File: src/rtl/btn_counter.sv
`default_nettype none
// ============================================================================
// Module   : btn_counter
// Purpose  : Push-button up/down counter with clear, parallel load from
//            switches, wrap or saturate arithmetic and optional
//            hold-to-repeat. Inputs are already debounced and registered.
// Options  : define BTN_COUNTER_REPEAT_EN to compile in the auto-repeat FSM
//            and its timer; otherwise each press steps exactly once.
// Revision : 1.0 - initial release
// ============================================================================
module btn_counter #(
  parameter int WIDTH        = 16,
  parameter int LOAD_W       = 8,
  parameter int SATURATE     = 0,
  parameter int REPEAT_DELAY = 5000000,
  parameter int REPEAT_RATE  = 1000000
) (
  input  logic              clk,
  input  logic              rst,
  input  logic              btn_inc_i,
  input  logic              btn_dec_i,
  input  logic              btn_clr_i,
  input  logic              btn_load_i,
  input  logic [LOAD_W-1:0] load_val_i,
  output logic [WIDTH-1:0]  count_o,
  output logic              wrap_o,
  output logic              at_limit_o
);

  // Reject illegal parameter sets at elaboration time.
  generate
    if (WIDTH < 2 || LOAD_W < 1 || LOAD_W > WIDTH ||
        REPEAT_DELAY < 2 || REPEAT_RATE < 2) begin : g_param_check
      $error("btn_counter: illegal parameter combination");
    end
  endgenerate

  localparam logic [WIDTH-1:0] C_ALL_ONES = '1;

  // Button order in the level/previous vectors: {load, clr, dec, inc}.
  logic [3:0]       btn_prev_q;
  logic [3:0]       w_lvl;
  logic [3:0]       w_press;
  logic             w_inc_p, w_dec_p, w_clr_p, w_load_p;
  logic             w_press_up, w_press_dn;
  logic             w_step_up, w_step_dn;
  logic [WIDTH-1:0] w_load_ext;
  logic [WIDTH-1:0] count_q, count_d;
  logic             wrap_q, wrap_d;

  assign w_lvl    = {btn_load_i, btn_clr_i, btn_dec_i, btn_inc_i};
  assign w_press  = w_lvl & ~btn_prev_q;
  assign w_inc_p  = w_press[0];
  assign w_dec_p  = w_press[1];
  assign w_clr_p  = w_press[2];
  assign w_load_p = w_press[3];

  // A step press is valid only while the opposite button is fully released;
  // this also excludes a simultaneous opposite press.
  assign w_press_up = w_inc_p & ~btn_dec_i;
  assign w_press_dn = w_dec_p & ~btn_inc_i;

  // Zero-extend the switch value to the count width.
  always_comb begin
    w_load_ext               = '0;
    w_load_ext[LOAD_W-1:0]   = load_val_i;
  end

`ifdef BTN_COUNTER_REPEAT_EN
  localparam int TMAX = (REPEAT_DELAY > REPEAT_RATE) ? REPEAT_DELAY : REPEAT_RATE;
  localparam int TW   = $clog2(TMAX);
  localparam logic [TW-1:0] C_DLY_LOAD  = TW'(REPEAT_DELAY - 1);
  localparam logic [TW-1:0] C_RATE_LOAD = TW'(REPEAT_RATE - 1);

  localparam logic [1:0] S_IDLE   = 2'd0;
  localparam logic [1:0] S_DELAY  = 2'd1;
  localparam logic [1:0] S_REPEAT = 2'd2;

  logic [1:0]    state_q, state_d;
  logic [TW-1:0] timer_q, timer_d;
  logic          dir_q, dir_d;     // 1 = counting up
  logic          w_hold_ok;
  logic          w_abort;

  // The latched direction button must stay the only step button held.
  assign w_hold_ok = dir_q ? (btn_inc_i & ~btn_dec_i) : (btn_dec_i & ~btn_inc_i);
  assign w_abort   = ~w_hold_ok | w_clr_p | w_load_p;

  // Repeat FSM state, timer and latched direction.
  always_ff @(posedge clk) begin
    if (rst) begin
      state_q <= S_IDLE;
      timer_q <= '0;
      dir_q   <= 1'b0;
    end else begin
      state_q <= state_d;
      timer_q <= timer_d;
      dir_q   <= dir_d;
    end
  end

  // Next-state and timer logic.
  always_comb begin
    state_d = state_q;
    timer_d = timer_q;
    dir_d   = dir_q;
    case (state_q)
      S_IDLE: begin
        if (~w_clr_p & ~w_load_p & (w_press_up | w_press_dn)) begin
          state_d = S_DELAY;
          dir_d   = w_press_up;
          timer_d = C_DLY_LOAD;
        end
      end
      S_DELAY, S_REPEAT: begin
        if (w_abort) begin
          state_d = S_IDLE;
          timer_d = '0;
        end else if (timer_q == '0) begin
          state_d = S_REPEAT;
          timer_d = C_RATE_LOAD;
        end else begin
          timer_d = timer_q - 1'b1;
        end
      end
      default: begin
        state_d = S_IDLE;
        timer_d = '0;
      end
    endcase
  end

  // Step requests: initial press in IDLE, or timer expiry while holding.
  always_comb begin
    w_step_up = 1'b0;
    w_step_dn = 1'b0;
    if (state_q == S_IDLE) begin
      w_step_up = w_press_up;
      w_step_dn = w_press_dn;
    end else if (!w_abort && timer_q == '0) begin
      w_step_up = dir_q;
      w_step_dn = ~dir_q;
    end
  end
`else
  // Without auto-repeat every valid press is exactly one step.
  always_comb begin
    w_step_up = w_press_up;
    w_step_dn = w_press_dn;
  end
`endif

  // Count update with priority clear > load > step, and limit handling.
  always_comb begin
    count_d = count_q;
    wrap_d  = 1'b0;
    if (w_clr_p) begin
      count_d = '0;
    end else if (w_load_p) begin
      count_d = w_load_ext;
    end else if (w_step_up) begin
      if (count_q == C_ALL_ONES) begin
        wrap_d  = 1'b1;
        count_d = (SATURATE != 0) ? count_q : '0;
      end else begin
        count_d = count_q + 1'b1;
      end
    end else if (w_step_dn) begin
      if (count_q == '0) begin
        wrap_d  = 1'b1;
        count_d = (SATURATE != 0) ? count_q : C_ALL_ONES;
      end else begin
        count_d = count_q - 1'b1;
      end
    end
  end

  // Count, wrap pulse and previous button levels.
  always_ff @(posedge clk) begin
    if (rst) begin
      count_q    <= '0;
      wrap_q     <= 1'b0;
      btn_prev_q <= 4'b1111;
    end else begin
      count_q    <= count_d;
      wrap_q     <= wrap_d;
      btn_prev_q <= w_lvl;
    end
  end

  assign count_o    = count_q;
  assign wrap_o     = wrap_q;
  assign at_limit_o = (count_q == '0) || (count_q == C_ALL_ONES);

endmodule
`default_nettype wire

File: config.mk
export PLATFORM = sky130hd
export DESIGN_NAME = btn_counter
export DESIGN_NICKNAME = d
export VERILOG_FILES = /design/src/rtl/btn_counter.sv
export SDC_FILE = /design/constraint.sdc
export NUM_CORES = 1
export LEC_CHECK = 0
export BUFFER_PORTS_ARGS = -buffer_cell sky130_fd_sc_hd__buf_2
export CAP_MARGIN = 25
export CORE_MARGIN = 2
export CORE_UTILIZATION = 34
export CTS_BUF_LIST = sky130_fd_sc_hd__clkbuf_16
export DETAILED_ROUTE_END_ITERATION = 7
export PLACE_DENSITY = 0.59
export SLEW_MARGIN = 20
export SYNTH_ARGS = -nofsm -noshare
export SYNTH_HDL_FRONTEND = slang
export SYNTH_SLANG_ARGS = --single-unit
File: constraint.sdc
create_clock -name clk -period 5.5 [get_ports clk]
set_input_delay 0.825 -clock clk [delete_from_list [all_inputs] [get_ports clk]]
set_output_delay 0.825 -clock clk [all_outputs]
set_load 0.05 [all_outputs]
==> results by group, run 1 <==
Outcome
  – Status: complete, no violations

Floorplanning
  – Floorplan row count: 26
  – Initial core utilization: 35.2%
  – Die Footprint: 0.00589 mm2
  – Core area: 0.00511 mm2
  – Height of the die: 76.7 um
  – Top Ports: 32
  – Die boundary width: 76.7 um

Global route
  – Via count of the first global-routing pass: 1,834
  – Tot GR Track Use: 20.0%
  – Wire length of the first global-routing pass: 9630 um
  – Initial antenna violation count: 0
  – Total grt overflow: 0
  – Largest net degree at the start of global routing: 29

Power and ir drop
  – Overall power consumption: 0.529 mW
  – Power density over the cells: 259 mW/mm2
  – Maximum VDD drop: 111 uV
  – Static leakage: 0.784 nW

Clocking
  – Clock tree from TritonCTS: done
  – Post-CTS Setup Repair Bufs: 0
  – Number of levels in the clock H-tree: 1
  – Source-to-sink clock delay at the later pin of the worst-skew pair: 0.26 ns
  – Number of gates given a new drive strength after cts: 0
  – Clock Root Buffer: clkbuf_16
  – Clock-pin slew on the worst setup and hold paths: 0.06 ns
  – CTS Sinks: 21
  – Clock buffers created by TritonCTS: 3
  – Clock Tree Buf Depth: 2
  – Hold-fix buffer count after cts: 0

Critical path
  – Highest-delay cell along the critical path: nor4_4
  – Critical Path End Type: output port
  – Internal reg-to-reg setup slack: 2.80 ns
  – Critical path type: reg2out
  – Biggest fanout along the worst timing path: 10
  – Maximum single-stage delay on the critical path: 0.71 ns
  – WP data required: 4.68 ns
  – Critical path, cell by cell: ha_1 -> nand4_4 -> nor4_4 -> o21bai_1 -> buf_2
  – Arrival time of data at the critical path endpoint: 2.51 ns
  – Crit path launch type: flip-flop

Yosys
  – Area share of the largest cell type after synthesis: 23.4%
  – XOR/XNOR share of the synthesized area: 1.95%
  – Number of synthesis warnings: 0
  – Mux share of post-synthesis cell area: 0.626%
  – Simple-gate share of the synthesized area: 35.3%
  – Ys async rst share: 0%
  – Most numerous cell types in the synthesized netlist: dfxtp_1 (21), nand2_1 (16), nand3_1 (15), nor2_1 (15), o21ai_0 (15)
  – Main combinational cell family by area after synthesis: simple AND/OR/NAND/NOR gates
  – Register bit total from synthesis: 21
  – Post-synth top area cell: dfxtp_1
  – Fraction of the mapped netlist area in adder cells: 2.09%
  – Mapped Area: 0.00180 mm2
  – Syn Nets: 253
  – Cell count after synthesis: 236
  – Most used standard cell by instance count after synthesis: dfxtp_1
  – Number of synthesized flops with an enable pin: 0
  – Sequential-to-total area share from yosys stat: 23.4%
  – Post-Synthesis Mean Instance Area: 7.62 um2
  – Top cells by area in the synthesized netlist: dfxtp_1 (23%), nand3_1 (4.2%), o21ai_0 (4.2%)
  – Synth Area in Compound Gates: 30.1%
  – Number of library cell types mapped by synthesis: 62
  – Flip-flop cell with the highest count after synthesis: dfxtp_1

Place
  – Number of input and output port buffers inserted: 31
  – Worst slack after detailed placement: 2.50 ns
  – HPWL reported at the end of detailed placement: 3970 um
  – Final RePlAce weighted congestion: 0.873

Final layout
  – Layout-stage area growth over the synthesis result: 13.7%
  – Final antenna diode count: 0
  – Final nets: 271
  – Ratio of cells with drive above 1 in the final layout: 21.3%

STA
  – Final worst slack: 2.16 ns
  – Total negative slack for setup checks: 0 ns
  – Final clock period utilization by the worst path: 60.7%
  – Worst-Margin Slew: 0.958 ns
  – Clock Skews: 0.00249 ns
  – Pins Over Slew Limit: 0
  – Final critical delay including setup and external delays: 3.34 ns
  – Relative slew margins: 36.1%
  – Maximum clock rate: 300 MHz
  – Total of endpoints with negative setup slack in the final report: 0
  – Hold violation total from the final report: 0
  – Setup repair after global routing missed its margin: no

Drt
  – Routed vias: 2,051
  – DRC violation count after routing: 0
  – Total length of routed wires: 5690 um
  – Ratio of routed vias to standard cells: 6.35
  – Number of iterations in the first detailed-routing pass: 7
  – Antenna Violating Nets Remaining: 0
  – Routed length per instance: 17.6 um
  – DRT iter0 DRCs: 305

Min path
  – Worst hold path type: reg2reg

Flow run
  – Number of max-cap violations: 0
-- cell families after synthesis --
group,Yosys count
compound gates,77
xor+xnor,4
fa+ha+maj,3
buf+inv,27
flops,21
mux,1
simple gates,103
-- power breakdown --
part / switching [mW] / total (mW) / internal (mW)
registers: 0.0217 / 0.182 / 0.160
clock network: 0.0648 / 0.164 / 0.0987
logic: 0.122 / 0.183 / 0.0616
-- layout make-up --
| type | instances | area, um2 |
|---|---|---|
| fill | 550 | 3060 |
| multi-input combinational | 188 | 1260 |
| sequential | 21 | 420 |
| timing repair buffer | 33 | 168 |
| tap | 70 | 87.6 |
| clock buffer | 3 | 75.1 |
| inverter | 7 | 26.3 |
| clock inverter | 1 | 7.51 |
-- routing by layer --
layer / track usage (%) / vias up / wire [um]
met3: 2.35 / 12 / 529
met1: 29.7 / 961 / 2540
met5: 0 / - / 0
li1: - / 955 / -
met4: 8.00 / 0 / 97
met2: 29.1 / 123 / 2530
-- final timing paths --
kind,cells after the start,from,endpoint
setup reg to reg,6,count_o[1],count_o[7]
setup / recovery,5,count_o[1],at_limit_o
hold reg to reg,2,count_o[15],count_o[15]
hold / removal,2,count_o[15],count_o[15]
-- layout by cell type, fill, tap and decap left out, types with 5 or more instances in the layout --
cell type	n
nand4_1	6
nand3_1	15
dfxtp_1	21
nor3_1	9
inv_1	7
buf_2	31
nor2_1	15
nand2_1	16
o21ai_1	5
a21oi_1	9
nor4_1	6
a31oi_1	6
o211ai_1	9
o21ai_0	15
-- through the flow --
stage / hold slack (ns) / cell area [um2] / util [%] / cells
after global routing: 0.629 / 2040 / 40.0 / 323
after floorplan: 0.552 / 1800 / - / 236
final: 0.593 / 2040 / 40.0 / 323
after global placement: 0.579 / 1960 / 38.3 / 318
after detailed placement: 0.563 / 1960 / 38.3 / 318
after CTS: 0.573 / 2040 / 39.9 / 322
-- sequential cells by signal (all words and copies together), names as in the netlist --
| register | cells |
|---|---|
| btn_prev_q | 4 |
| count_o | 16 |
| wrap_o | 1 |
-- critical path: cells and delay by family (launching register included) --
family / cells / cell delay (ns)
compound gates: 1 / 0.20
fa+ha+maj: 1 / 0.39
buf+inv: 1 / 0.29
flops: 1 / 0.49
simple gates: 2 / 0.87
Power figures use the tool's default switching activity.
==> inputs of run 2 (changes only) <==
--- a/config.mk
+++ b/config.mk
@@ -11,7 +11,7 @@
 export CORE_UTILIZATION = 34
 export CTS_BUF_LIST = sky130_fd_sc_hd__clkbuf_16
 export DETAILED_ROUTE_END_ITERATION = 7
-export PLACE_DENSITY = 0.59
+export PLACE_DENSITY = 0.61
 export SLEW_MARGIN = 20
 export SYNTH_ARGS = -nofsm -noshare
 export SYNTH_HDL_FRONTEND = slang
==> constraint.sdc (replaced) <==
create_clock -name clk -period 3 [get_ports clk]
set_input_delay 0.45 -clock clk [delete_from_list [all_inputs] [get_ports clk]]
set_output_delay 0.45 -clock clk [all_outputs]
set_load 0.05 [all_outputs]
==> run 2 against run 1 <==
Utilization rose by 1.5 points. Wire length rose by 2.0%. Clock power rose by 85%. Cell area rose by 3.8%. Cell count rose by 3.1%. Sequential share of layout area fell by 0.75 points.
==> results by group, run 2 (synthesis results as in run 1) <==
Global route
  – Total grt overflow: 0
  – Via count of the first global-routing pass: 1,901
  – Largest net degree at the start of global routing: 17
  – Initial antenna violation count: 0
  – Wire length of the first global-routing pass: 9680 um
  – Tot GR Track Use: 20.3%

Clocking
  – Hold-fix buffer count after cts: 0
  – Source-to-sink clock delay at the later pin of the worst-skew pair: 0.26 ns
  – Clock buffers created by TritonCTS: 3
  – Clock tree from TritonCTS: done
  – Number of gates given a new drive strength after cts: 0
  – Clock-pin slew on the worst setup and hold paths: 0.07 ns
  – Clock Root Buffer: clkbuf_16
  – Post-CTS Setup Repair Bufs: 0
  – CTS Sinks: 21
  – Clock Tree Buf Depth: 2
  – Number of levels in the clock H-tree: 1

Critical path
  – Maximum single-stage delay on the critical path: 0.50 ns
  – Arrival time of data at the critical path endpoint: 2.22 ns
  – WP data required: 2.55 ns
  – Biggest fanout along the worst timing path: 9
  – Kind of cell with the highest combined delay on the critical path: simple AND/OR/NAND/NOR gates
  – CP Depth: 5
  – Critical path, cell by cell: ha_1 -> nand4_4 -> nor4_4 -> o21bai_1 -> buf_2
  – Highest-delay cell along the critical path: nor4_4
  – Critical path type: reg2out
  – Length in cells of the worst reg-to-reg path: 7
  – Critical Path End Type: output port
  – Internal reg-to-reg setup slack: 0.64 ns
  – Crit path launch type: flip-flop
  – Number of buffers and inverters on the critical path: 1

STA
  – Hold violation total from the final report: 0
  – Total negative slack for setup checks: 0 ns
  – Final critical delay including setup and external delays: 2.67 ns
  – Setup repair after global routing missed its margin: no
  – Pins Over Slew Limit: 0
  – Relative slew margins: 49.8%
  – Final clock period utilization by the worst path: 89.2%
  – Total of endpoints with negative setup slack in the final report: 0
  – Worst-Margin Slew: 0.747 ns
  – Final worst slack: 0.325 ns
  – Clock Skews: 0.00604 ns
  – Maximum clock rate: 374 MHz

Place
  – Final RePlAce weighted congestion: 0.893
  – Number of input and output port buffers inserted: 31
  – Worst slack after detailed placement: 0.660 ns
  – HPWL reported at the end of detailed placement: 4190 um

Drt
  – DRT iter0 DRCs: 267
  – Ratio of routed vias to standard cells: 6.16
  – Total length of routed wires: 5800 um
  – DRC violation count after routing: 0
  – Routed length per instance: 17.4 um
  – Routed vias: 2,050
  – Number of iterations in the first detailed-routing pass: 7
  – Antenna Violating Nets Remaining: 0

Final layout
  – Ratio of cells with drive above 1 in the final layout: 24.3%
  – Max reg flops: 16
  – Most common cell after layout, fill and taps aside: buf_2
  – Final nets: 281
  – Commonest cells after routing, fill and taps aside: buf_2 (31), dfxtp_1 (21), nand2_1 (16)
  – Final antenna diode count: 0
  – Layout-stage area growth over the synthesis result: 18.0%

Floorplanning
  – Core area: 0.00511 mm2
  – Die boundary width: 76.7 um
  – Die Footprint: 0.00589 mm2
  – Initial core utilization: 35.2%
  – Top Ports: 32
  – Floorplan row count: 26
  – Height of the die: 76.7 um

Power and ir drop
  – Maximum VDD drop: 215 uV
  – Static leakage: 0.836 nW
  – Power density over the cells: 467 mW/mm2

Min path
  – Count of cells along the worst hold path: 2
  – Worst hold path type: in2reg

Outcome
  – Status: complete, no violations

Flow run
  – Number of max-cap violations: 0
## run 2: worst paths after layout
| path | start | end |
|---|---|---|
| worst max-delay path | count_o[0] | at_limit_o |
| worst min-delay path | btn_load_i | btn_prev_q[3] |
| worst max register to register | count_o[0] | count_o[4] |
| worst min register to register | count_o[15] | count_o[15] |
## run 2: through the flow
| step | util, % | total power [mW] | std cells | hold WS [ns] | area (um2) |
|---|---|---|---|---|---|
| floorplan | - | 0.588 | 236 | 0.552 | 1800 |
| global placement | 39.9 | 0.688 | 329 | 0.539 | 2040 |
| finish | 41.5 | 0.991 | 333 | 0.395 | 2120 |
| global route | 41.5 | 1.05 | 333 | 0.402 | 2120 |
| CTS | 41.5 | 0.992 | 333 | 0.396 | 2120 |
| detailed placement | 39.9 | 0.686 | 329 | 0.536 | 2040 |
## run 2: where the power goes
| group | internal, mW | switching, mW | leakage, nW |
|---|---|---|---|
| Sequential | 0.294 | 0.0280 | 0.172 |
| Combinational | 0.126 | 0.240 | 0.627 |
| Clock | 0.181 | 0.122 | 0.0371 |
## run 2: final cells by class
type	count	area, um2
fillers	545	2990
clock buffers	3	75.1
flip-flops and latches	21	420
repair buffers	43	245
multi-input cells	188	1260
well taps	70	87.6
clock inverters	1	7.51
inverters	7	26.3
## run 2: worst register-to-register path, delay by kind of cell, from the launching register on
kind | cells | cell delay (ns)
AND/OR/NAND/NOR | 3 | 1.25
adder cells (fa/ha/maj) | 1 | 0.15
AO/OA/AOI/OAI | 2 | 0.35
buffers and inverters | 1 | 0.15
flip-flops | 1 | 0.38
## run 2: per-layer routing
layer	part of all wire, %	routed length, um	GRT usage (%)	vias to the layer above
met5	0	0	0	-
met4	3.2	184	9.09	0
met3	7.4	430	2.94	20
met2	44	2580	30.0	105
met1	45	2610	29.1	953
li1	-	-	-	972
==> inputs of run 3 (changes only) <==
--- a/config.mk
+++ b/config.mk
@@ -12,6 +12,7 @@
 export CTS_BUF_LIST = sky130_fd_sc_hd__clkbuf_16
 export DETAILED_ROUTE_END_ITERATION = 7
 export PLACE_DENSITY = 0.61
+export SETUP_SLACK_MARGIN = 0.5
 export SLEW_MARGIN = 20
 export SYNTH_ARGS = -nofsm -noshare
 export SYNTH_HDL_FRONTEND = slang
==> run 3 against run 2 <==
Worst setup slack gained 0.22 ns. Utilization up 0.17 points. Sequential power increased by 2%. Critical path depth fell by 1. Clock-buffer cell count is the same. Wire length up 1.2%. Critical path type unchanged. Critical endpoint unchanged. Largest cell class unchanged. Highest routed layer unchanged.
==> results by group, run 3 (synthesis results as in run 1) <==
Outcome
  – Status: complete, no violations

Final layout
  – Most common cell after layout, fill and taps aside: buf_2
  – Final nets: 280
  – Non-Filler Cell Area, Final: 0.00213 mm2
  – Final antenna diode count: 0
  – Number of standard cells in the layout, taps in and fillers out: 332
  – Commonest cells after routing, fill and taps aside: buf_2 (31), dfxtp_1 (16)
  – Fillers: 544
  – Layout-stage area growth over the synthesis result: 18.5%
  – Max reg flops: 16
  – Final Core Density: 41.7%
  – Ratio of cells with drive above 1 in the final layout: 27.5%

Floorplanning
  – Die boundary width: 76.7 um
  – Height of the die: 76.7 um
  – Die Footprint: 0.00589 mm2
  – Initial core utilization: 35.2%
  – Core area: 0.00511 mm2
  – Top Ports: 32
  – Floorplan row count: 26

Drt
  – Routed vias: 2,069
  – DRC violation count after routing: 0
  – Routed length per instance: 17.7 um
  – DRT iter0 DRCs: 349
  – Total length of routed wires: 5870 um
  – Ratio of routed vias to standard cells: 6.23
  – Number of iterations in the first detailed-routing pass: 7
  – Antenna Violating Nets Remaining: 0

Place
  – Cells after DPL: 326
  – Final RePlAce weighted congestion: 0.882
  – Number of input and output port buffers inserted: 31
  – Placed inst area: 0.00202 mm2
  – HPWL reported at the end of detailed placement: 4020 um
  – Worst slack after detailed placement: 0.434 ns

Global route
  – Tot GR Track Use: 19.9%
  – Total grt overflow: 0
  – Via count of the first global-routing pass: 1,867
  – Initial antenna violation count: 0
  – Wire length of the first global-routing pass: 9470 um
  – Largest net degree at the start of global routing: 29

Critical path
  – Timing startpoint of the critical path: count_o[8]
  – Arrival time of data at the critical path endpoint: 2.01 ns
  – Startpoint of the worst register-to-register path: count_o[8]
  – Length in cells of the worst reg-to-reg path: 7
  – Crit path launch type: flip-flop
  – WP data required: 2.55 ns
  – Internal reg-to-reg setup slack: 0.72 ns
  – Biggest fanout along the worst timing path: 9
  – Critical path type: reg2out
  – Critical Path End Type: output port

STA
  – Setup repair after global routing missed its margin: yes
  – Hold violation total from the final report: 0
  – Relative slew margins: 33.0%
  – Total of endpoints with negative setup slack in the final report: 0
  – Final critical delay including setup and external delays: 2.46 ns
  – Final clock period utilization by the worst path: 81.9%
  – Maximum clock rate: 407 MHz
  – Final worst slack: 0.544 ns
  – Clock Skews: 0.00534 ns
  – Worst-Margin Slew: 1.00 ns
  – Total negative slack for setup checks: 0 ns
  – Pins Over Slew Limit: 0
  – Final-layout worst hold slack: 0.404 ns

Min path
  – Startpoint of the tightest hold check path: btn_load_i
  – Count of cells along the worst hold path: 2
  – Worst hold path type: in2reg

Clocking
  – Source-to-sink clock delay at the later pin of the worst-skew pair: 0.26 ns
  – Clock tree from TritonCTS: done
  – Clock buffers created by TritonCTS: 3
  – Number of levels in the clock H-tree: 1
  – Clock Root Buffer: clkbuf_16
  – Clock-pin slew on the worst setup and hold paths: 0.06 ns
  – Hold-fix buffer count after cts: 0
  – CTS Sinks: 21
  – Clock Tree Buf Depth: 2

Flow run
  – Number of max-cap violations: 0

Power and ir drop
  – Static leakage: 0.839 nW
  – Maximum VDD drop: 191 uV
  – Overall power consumption: 0.986 mW
  – Power density over the cells: 463 mW/mm2
-- run 3: cell types whose count changed in the layout (fill, tap and decap cells not counted) --
cell        delta
ha_2           +1
nand2_1        -1
o21bai_1       -1
ha_1           -1
or4b_4         +1
clkinv_2       +1
dfxtp_2        +5
or4b_1         -1
dfxtp_1        -5
nand2_2        +1
buf_4          -1
clkinvlp_4     -1
o21bai_2       +1
-- run 3: path summary, 6_finish.rpt --
path,endpoint
max,at_limit_o
min reg2reg,count_o[15]
min,btn_prev_q[3]
max reg2reg,count_o[3]
-- run 3: repair_timing --
action                     in CTS  in global routing
buffers inserted                0                  2
resized for setup               4                  2
setup endpoints to repair       1                  4
pin swaps                       1                  1
-- run 3: where the power goes --
group / internal [mW] / switching, mW / total (mW) / leakage [nW]
sequential: 0.295 / 0.0349 / 0.330 / 0.174
clock: 0.180 / 0.119 / 0.298 / 0.0409
combinational: 0.127 / 0.230 / 0.358 / 0.624
total: 0.602 / 0.384 / 0.986 / 0.839
-- run 3: area by class of cell --
type	instances	area (um2)	area share, %
Inverter	7	26.3	1.23
Sequential cell	21	427	20.0
Timing Repair Buffer	42	238	11.2
Clock inverter	1	5.00	0.235
Clock buffer	3	75.1	3.52
Tap cell	70	87.6	4.11
Multi-Input combinational cell	188	1270	59.7
-- run 3: metal layers --
layer | vias to the layer above | track usage (%) | share of wire [%] | routed length [um]
met1 | 972 | 28.4 | 46 | 2720
met2 | 105 | 29.9 | 46 | 2720
met4 | 0 | 9.45 | 1.6 | 93
met5 | - | 0 | 0 | 0
li1 | 978 | - | - | -
met3 | 14 | 2.12 | 5.6 | 331
-- run 3: critical path, cell delays in order (launching register included) --
cell      delay [ns]
dfxtp_1         0.54
nand4_1         0.29
nor4_4          0.46
o21bai_2        0.19
buf_2           0.27
